File: src/rtl/floating_point_add_sub.sv
// Behavioural stand-in for the vendor floating-point add/sub core: IEEE round-to-nearest-even,
// fixed LATENCY-stage pipeline, no reset, operation tdata 8'h01 selects subtract.
module floating_point_add_sub #(
  parameter int DATA_WIDTH = 32,
  parameter int LATENCY    = 11
) (
  input  logic                  aclk,
  input  logic                  s_axis_a_tvalid,
  input  logic [DATA_WIDTH-1:0] s_axis_a_tdata,
  input  logic                  s_axis_b_tvalid,
  input  logic [DATA_WIDTH-1:0] s_axis_b_tdata,
  input  logic                  s_axis_operation_tvalid,
  input  logic [7:0]            s_axis_operation_tdata,
  output logic                  m_axis_result_tvalid,
  output logic [DATA_WIDTH-1:0] m_axis_result_tdata
);

  localparam int EW = (DATA_WIDTH == 64) ? 11 : (DATA_WIDTH == 16) ? 5 : 8;
  localparam int MW = DATA_WIDTH - EW - 1;
  localparam int W  = MW + 4;

  logic                  sa, sb, eff_sub, a_big, big_s;
  logic                  a_nan, b_nan, a_inf, b_inf;
  logic [EW-1:0]         ea, eb, big_e, small_e, big_ee, small_ee;
  logic [MW-1:0]         fa, fb;
  logic [W-1:0]          big_m, small_m, small_al, norm_m;
  logic [2*W-1:0]        wide;
  logic [W:0]            sum;
  logic [EW+1:0]         exp_n;
  logic [MW+1:0]         rnd;
  logic [DATA_WIDTH-1:0] res;
  int                    diff, lz, sh;

  logic [DATA_WIDTH-1:0] pipe_d [LATENCY];
  logic [LATENCY-1:0]    pipe_v;

  // Subnormals use exponent 1 with a zero hidden bit; the smaller operand keeps a sticky bit.
  always_comb begin
    sa       = s_axis_a_tdata[DATA_WIDTH-1];
    sb       = s_axis_b_tdata[DATA_WIDTH-1] ^ (s_axis_operation_tdata == 8'h01);
    ea       = s_axis_a_tdata[DATA_WIDTH-2 -: EW];
    eb       = s_axis_b_tdata[DATA_WIDTH-2 -: EW];
    fa       = s_axis_a_tdata[MW-1:0];
    fb       = s_axis_b_tdata[MW-1:0];
    a_nan    = (&ea) && (|fa);
    b_nan    = (&eb) && (|fb);
    a_inf    = (&ea) && !(|fa);
    b_inf    = (&eb) && !(|fb);
    a_big    = s_axis_a_tdata[DATA_WIDTH-2:0] >= s_axis_b_tdata[DATA_WIDTH-2:0];
    big_s    = a_big ? sa : sb;
    eff_sub  = sa ^ sb;
    big_e    = a_big ? ea : eb;
    small_e  = a_big ? eb : ea;
    big_ee   = big_e | EW'(big_e == '0);
    small_ee = small_e | EW'(small_e == '0);
    big_m    = a_big ? {|ea, fa, 3'b000} : {|eb, fb, 3'b000};
    small_m  = a_big ? {|eb, fb, 3'b000} : {|ea, fa, 3'b000};

    diff = int'(big_ee) - int'(small_ee);
    if (diff > W) diff = W;
    wide     = {small_m, {W{1'b0}}} >> diff;
    small_al = wide[2*W-1:W] | W'(|wide[W-1:0]);
    sum      = eff_sub ? ({1'b0, big_m} - {1'b0, small_al}) : ({1'b0, big_m} + {1'b0, small_al});

    exp_n = {2'b00, big_ee};
    sh    = 0;
    lz    = W;
    for (int i = 0; i < W; i++) if (sum[i]) lz = W - 1 - i;
    if (sum[W]) begin
      norm_m = sum[W:1] | W'(sum[0]);
      exp_n  = exp_n + (EW+2)'(1);
    end else begin
      sh     = (lz < int'(big_ee) - 1) ? lz : int'(big_ee) - 1;
      norm_m = sum[W-1:0] << sh;
      exp_n  = exp_n - (EW+2)'(sh);
    end

    rnd = {1'b0, norm_m[W-1:3]} + (MW+2)'(norm_m[2] & (norm_m[3] | norm_m[1] | norm_m[0]));
    if (rnd[MW+1]) begin
      exp_n = exp_n + (EW+2)'(1);
      rnd   = rnd >> 1;
    end

    if (a_nan || b_nan || (a_inf && b_inf && eff_sub))
      res = {1'b0, {EW{1'b1}}, 1'b1, {(MW-1){1'b0}}};
    else if (a_inf || b_inf)
      res = {a_inf ? sa : sb, {EW{1'b1}}, {MW{1'b0}}};
    else if (sum == '0)
      res = {sa & sb, {(DATA_WIDTH-1){1'b0}}};
    else if (rnd[MW] && (exp_n >= (EW+2)'((1 << EW) - 1)))
      res = {big_s, {EW{1'b1}}, {MW{1'b0}}};
    else
      res = {big_s, rnd[MW] ? exp_n[EW-1:0] : {EW{1'b0}}, rnd[MW-1:0]};
  end

  always_ff @(posedge aclk) begin
    pipe_v[0] <= s_axis_a_tvalid & s_axis_b_tvalid & s_axis_operation_tvalid;
    pipe_d[0] <= res;
    for (int i = 1; i < LATENCY; i++) begin
      pipe_v[i] <= pipe_v[i-1];
      pipe_d[i] <= pipe_d[i-1];
    end
  end

  assign m_axis_result_tvalid = pipe_v[LATENCY-1];
  assign m_axis_result_tdata  = pipe_d[LATENCY-1];

endmodule

File: src/rtl/vpu_fp_addn.sv
// N-operand floating-point sum/difference: latches operands with a negate mask and folds them
// left-to-right through one shared adder, one operand per pass.
module vpu_fp_addn #(
  parameter int DATA_WIDTH   = 32,
  parameter int NUM_OPERANDS = 4,
  parameter int ADD_LATENCY  = 11,
  parameter int CW           = $clog2(NUM_OPERANDS) + 1
) (
  input  logic                           clk,
  input  logic                           rst_n,
  input  logic                           start_i,
  input  logic [NUM_OPERANDS*DATA_WIDTH-1:0] operands_i,
  input  logic [CW-1:0]                  op_cnt_i,
  input  logic [NUM_OPERANDS-1:0]        sub_mask_i,
  output logic [DATA_WIDTH-1:0]          result_o,
  output logic                           done_o,
  output logic                           busy_o
);

  localparam int IW  = CW - 1;
  localparam int DCW = $clog2(ADD_LATENCY + 1);

  typedef enum logic [1:0] {DRAIN, IDLE, ISSUE, WAIT} state_t;

  state_t                state;
  logic [DCW-1:0]        drain_cnt;
  logic [DATA_WIDTH-1:0] ops [NUM_OPERANDS];
  logic [DATA_WIDTH-1:0] acc;
  logic [CW-1:0]         n, n_clamped;
  logic [IW-1:0]         idx;
  logic                  ip_valid, ip_res_valid;
  logic [DATA_WIDTH-1:0] ip_a, ip_b, ip_res;

  always_comb begin
    if (op_cnt_i < CW'(2))                 n_clamped = CW'(2);
    else if (op_cnt_i > CW'(NUM_OPERANDS)) n_clamped = CW'(NUM_OPERANDS);
    else                                   n_clamped = op_cnt_i;
  end

  assign ip_valid = (state == ISSUE);
  assign ip_a     = (idx == IW'(1)) ? ops[0] : acc;
  assign ip_b     = ops[idx];

  floating_point_add_sub #(
    .DATA_WIDTH (DATA_WIDTH),
    .LATENCY    (ADD_LATENCY)
  ) u_add (
    .aclk                    (clk),
    .s_axis_a_tvalid         (ip_valid),
    .s_axis_a_tdata          (ip_a),
    .s_axis_b_tvalid         (ip_valid),
    .s_axis_b_tdata          (ip_b),
    .s_axis_operation_tvalid (ip_valid),
    .s_axis_operation_tdata  (8'h00),
    .m_axis_result_tvalid    (ip_res_valid),
    .m_axis_result_tdata     (ip_res)
  );

  // The adder has no reset, so DRAIN waits out one full latency before accepting work.
  always_ff @(posedge clk or negedge rst_n) begin
    if (!rst_n) begin
      state     <= DRAIN;
      drain_cnt <= '0;
      result_o  <= '0;
      done_o    <= 1'b0;
      busy_o    <= 1'b1;
      idx       <= '0;
      acc       <= '0;
      n         <= '0;
      for (int k = 0; k < NUM_OPERANDS; k++) ops[k] <= '0;
    end else begin
      done_o <= 1'b0;
      case (state)
        DRAIN: begin
          if (drain_cnt == DCW'(ADD_LATENCY - 1)) begin
            state  <= IDLE;
            busy_o <= 1'b0;
          end else begin
            drain_cnt <= drain_cnt + DCW'(1);
          end
        end
        IDLE: begin
          if (start_i) begin
            for (int k = 0; k < NUM_OPERANDS; k++)
              ops[k] <= operands_i[k*DATA_WIDTH +: DATA_WIDTH] ^ {sub_mask_i[k], {(DATA_WIDTH-1){1'b0}}};
            n      <= n_clamped;
            idx    <= IW'(1);
            state  <= ISSUE;
            busy_o <= 1'b1;
          end
        end
        ISSUE: state <= WAIT;
        WAIT: begin
          if (ip_res_valid) begin
            acc <= ip_res;
            if ({1'b0, idx} == n - CW'(1)) begin
              result_o <= ip_res;
              done_o   <= 1'b1;
              busy_o   <= 1'b0;
              state    <= IDLE;
            end else begin
              idx   <= idx + IW'(1);
              state <= ISSUE;
            end
          end
        end
        default: state <= DRAIN;
      endcase
    end
  end

endmodule

File: config.mk
export PLATFORM = sky130hd
export DESIGN_NAME = vpu_fp_addn
export DESIGN_NICKNAME = d
export VERILOG_FILES = /design/src/rtl/floating_point_add_sub.sv /design/src/rtl/vpu_fp_addn.sv
export SDC_FILE = /design/constraint.sdc
export NUM_CORES = 1
export LEC_CHECK = 0
export ABC_AREA = 1
export CORE_MARGIN = 2
export CORE_UTILIZATION = 30
export DETAILED_ROUTE_END_ITERATION = 8
export GPL_ROUTABILITY_DRIVEN = 0
export SLEW_MARGIN = 20
export SYNTH_ARGS = -nofsm -noshare
export SYNTH_HDL_FRONTEND = slang
export SYNTH_SLANG_ARGS = --single-unit
File: constraint.sdc
create_clock -name clk -period 28.2 [get_ports clk]
set_clock_uncertainty 0.15 [all_clocks]
set_input_delay 2.82 -clock clk [delete_from_list [all_inputs] [get_ports clk]]
set_output_delay 2.82 -clock clk [all_outputs]
set_load 0.01 [all_outputs]
==> impl_metrics.ini <==
[pwr]
power.share.switching_pct = 32.2
power_frac_comb_pct = 25.9
intPower_w = 0.00167
p_leak_nw = 15.2
power_frac_clock_pct = 29.4
power_switching_w = 0.000795
p_per_area_mw_per_mm2 = 78.0
p_seq_share_pct = 44.7
irDropWorstVdd_uv = 51.4

[logic_synthesis]
synth_flop_cell = dfxtp_1
synth_seq_area_share_pct = 45.1
synth_common_cells = 1143 x nand2_1, 399 x nand3_1, 363 x dfxtp_1
synth_nets = 3831
syn-cell-area_mm2 = 0.0275
synth_top_area_share_pct = 26.5
yosysUniqueCellTypes = 76
syn_avg_cell_area_um2 = 7.59
yosysTopAreaCell = dfxtp_1
synth_edf_count = 0
yosys-top-cells-area = dfxtp_1 26%, dfrtp_1 19%, nand2_1 16%
synth.most_common_cell = nand2_1
synthArstFlopShare_pct = 36.1
yosysWarnings = 0
synth_seq_cells = 568
syn_inst = 3620

[setup_path]
reg2reg_from = idx[1]
cp-start-kind = register
crit_family = simple AND/OR/NAND/NOR gates
worstSetupPathType = reg2reg
critPathCapture = u_add.pipe_d[0][17]
crit_start = idx[1]
crit_fanout = 107
crit_buf_inv = 18
rrSetupSlack_ps = 9220
cp.depth = 103
crit_slowest_cell = ha_2
cp-end-kind = register
max_stage_delay_ps = 940
critPathRequiredTime_ps = 28600
r2r_cells = 103
cp.arrival_ps = 19380
crit_path_frequent_cell = nor2_1
worstReg2RegEnd = u_add.pipe_d[0][17]

[outcome]
status = finished, final reports clean

[sta]
drv_slew = 0
tns_ps = 0
hold_violations = 0
rsz0062_at_grt = no
worst_pin_slew_ps = 1040
fin_crit_ps = 18980
report.final.setup_viol = 0
relSlewSlack_pct = 30.8
fin_crit_sh_pct = 67.3
fmaxAchievable_ghz = 0.0527

[clocking]
cts_hold_buf = 0
postCtsSetupBuffers = 0
post_cts_resized = 0
cts_tree = built
htree_levels = 2
clock-sinks = 568
cts_buffers = 52
cts_buffer_depth = 3
root_buffer = clkbuf_16
insertion_delay_ps = 610
cts.clk_slew.worst_paths_ps = 70

[finish]
antennaDiodeCount = 0
design_area_mm2 = 0.0316
num-fill-cells = 9338
drive_above_1_share_pct = 7.27
finalNetCount = 3924
area_growth_pct = 15.2
fin_util_pct = 35.0

[floorplan]
top_level_ports = 172
row_count = 110
die-area_mm2 = 0.0940
die_w_um = 307
core_area_mm2 = 0.0904
die-height_um = 307
start_util_pct = 30.4

[detailed_routing]
routed_wirelength_um = 78500
antenna_left = 0
dr.max_layer_used = met4
wl_met3_um = 4910
drt-pass1-iter-count = 8
m1WireLength_um = 35000
drt_iter0_drc = 2237
dr_wl_met2_um = 34900
routedWlPerCell_um = 15.9
drc = 0
viasPerCell = 4.83
num_vias = 23800

[placed_design]
port_buffers = 171
dp_hpwl_um = 59400
dpl-instance-area_mm2 = 0.0298

[global_route]
first_global_vias = 22500
grt-ovfl-total = 0
grt_pass1_wl_um = 124000
grt_max_degree = 108
antenna_found_initial = 0
grt_use_total_pct = 16.4

[flow_run]
cap_violations = 0

[min_path]
min_path_type = reg2reg
==> layer usage <==
layer / global-route usage (%) / vias to the layer above
met5: 0 / -
met1: 22.1 / 11000
met4: 7.77 / 0
li1: - / 11800
met3: 1.80 / 154
met2: 26.3 / 857
==> power groups by stage <==
stage	logic [W]	registers, W	clock network (W)
floorplan	0.000467	0.00110	0
global placement	0.000628	0.00112	0
detailed placement	0.000627	0.00112	0
CTS	0.000631	0.00111	0.000744
global route	0.000715	0.00113	0.000778
finish	0.000639	0.00110	0.000726
==> sequential cells by signal, indices dropped and copies added, names as in the netlist <==
register and flops:
acc 32, busy_o 1, done_o 1, drain_cnt 4, idx 2, n 3, ops 128, result_o 32
state 2, u_add.pipe_d 352, u_add.pipe_v 11
==> cell type report <==
class / count / area (µm²) / area share [%]
Clock buffer: 78 / 1570 / 4.97
Inverter: 343 / 1290 / 4.09
Tap cell: 1176 / 1470 / 4.65
Multi-Input combinational cell: 2564 / 12800 / 40.6
Clock inverter: 17 / 248 / 0.783
Timing Repair Buffer: 184 / 1810 / 5.74
Sequential cell: 568 / 12400 / 39.2
==> per-stage QoR <==
step / cells / power [W] / setup slack [ps] / hold slack (ps)
floorplan: 3620 / 0.00157 / 13500 / 160
global placement: 4835 / 0.00174 / 9930 / 160
detailed placement: 4835 / 0.00175 / 9650 / 162
CTS: 4930 / 0.00248 / 9560 / 149
global route: 4930 / 0.00262 / 6950 / 164
finish: 4930 / 0.00247 / 9220 / 151
==> worst min-delay path by stage <==
stage                        start              endpoint  depth (start not counted)
6_report       u_add.pipe_d[9][18]  u_add.pipe_d[10][18]                          0
5_1_grt        u_add.pipe_d[9][18]  u_add.pipe_d[10][18]                          0
4_1_cts        u_add.pipe_d[9][18]  u_add.pipe_d[10][18]                          0
3_5_place_dp   u_add.pipe_d[9][12]  u_add.pipe_d[10][12]                          0
3_3_place_gp   u_add.pipe_d[1][11]   u_add.pipe_d[2][11]                          0
2_1_floorplan   u_add.pipe_d[9][0]   u_add.pipe_d[10][0]                          0
==> cells in the final DEF (no fill, tap or decap), types with 17 or more instances in the layout <==
master	netlist	routed
xor2_1	56	56
clkdlybuf4s50_1	0	170
a21oi_1	87	87
inv_1	315	315
o21ai_0	234	234
dfxtp_1	363	363
nand2_2	41	41
inv_2	24	23
nand3_2	17	17
ha_1	72	71
clkbuf_16	0	55
nor3_1	25	25
nand4_1	48	48
dfrtp_1	204	203
nand2_1	1143	1142
nor2_2	26	26
nand3_1	399	399
nor2_1	220	219
xnor2_1	30	30
==> cell families after synthesis <==
kind of cell             after synthesis  share of synthesized area, %
AND/OR/NAND/NOR                     1974                          31.5
flip-flops                           568                          45.1
buffers and inverters                488                          8.21
AO/OA/AOI/OAI                        425                          8.80
XOR/XNOR                              88                          2.86
adder cells (fa/ha/maj)               73                          3.35
multiplexers                           4                         0.164
Power figures use the tool's default switching activity.
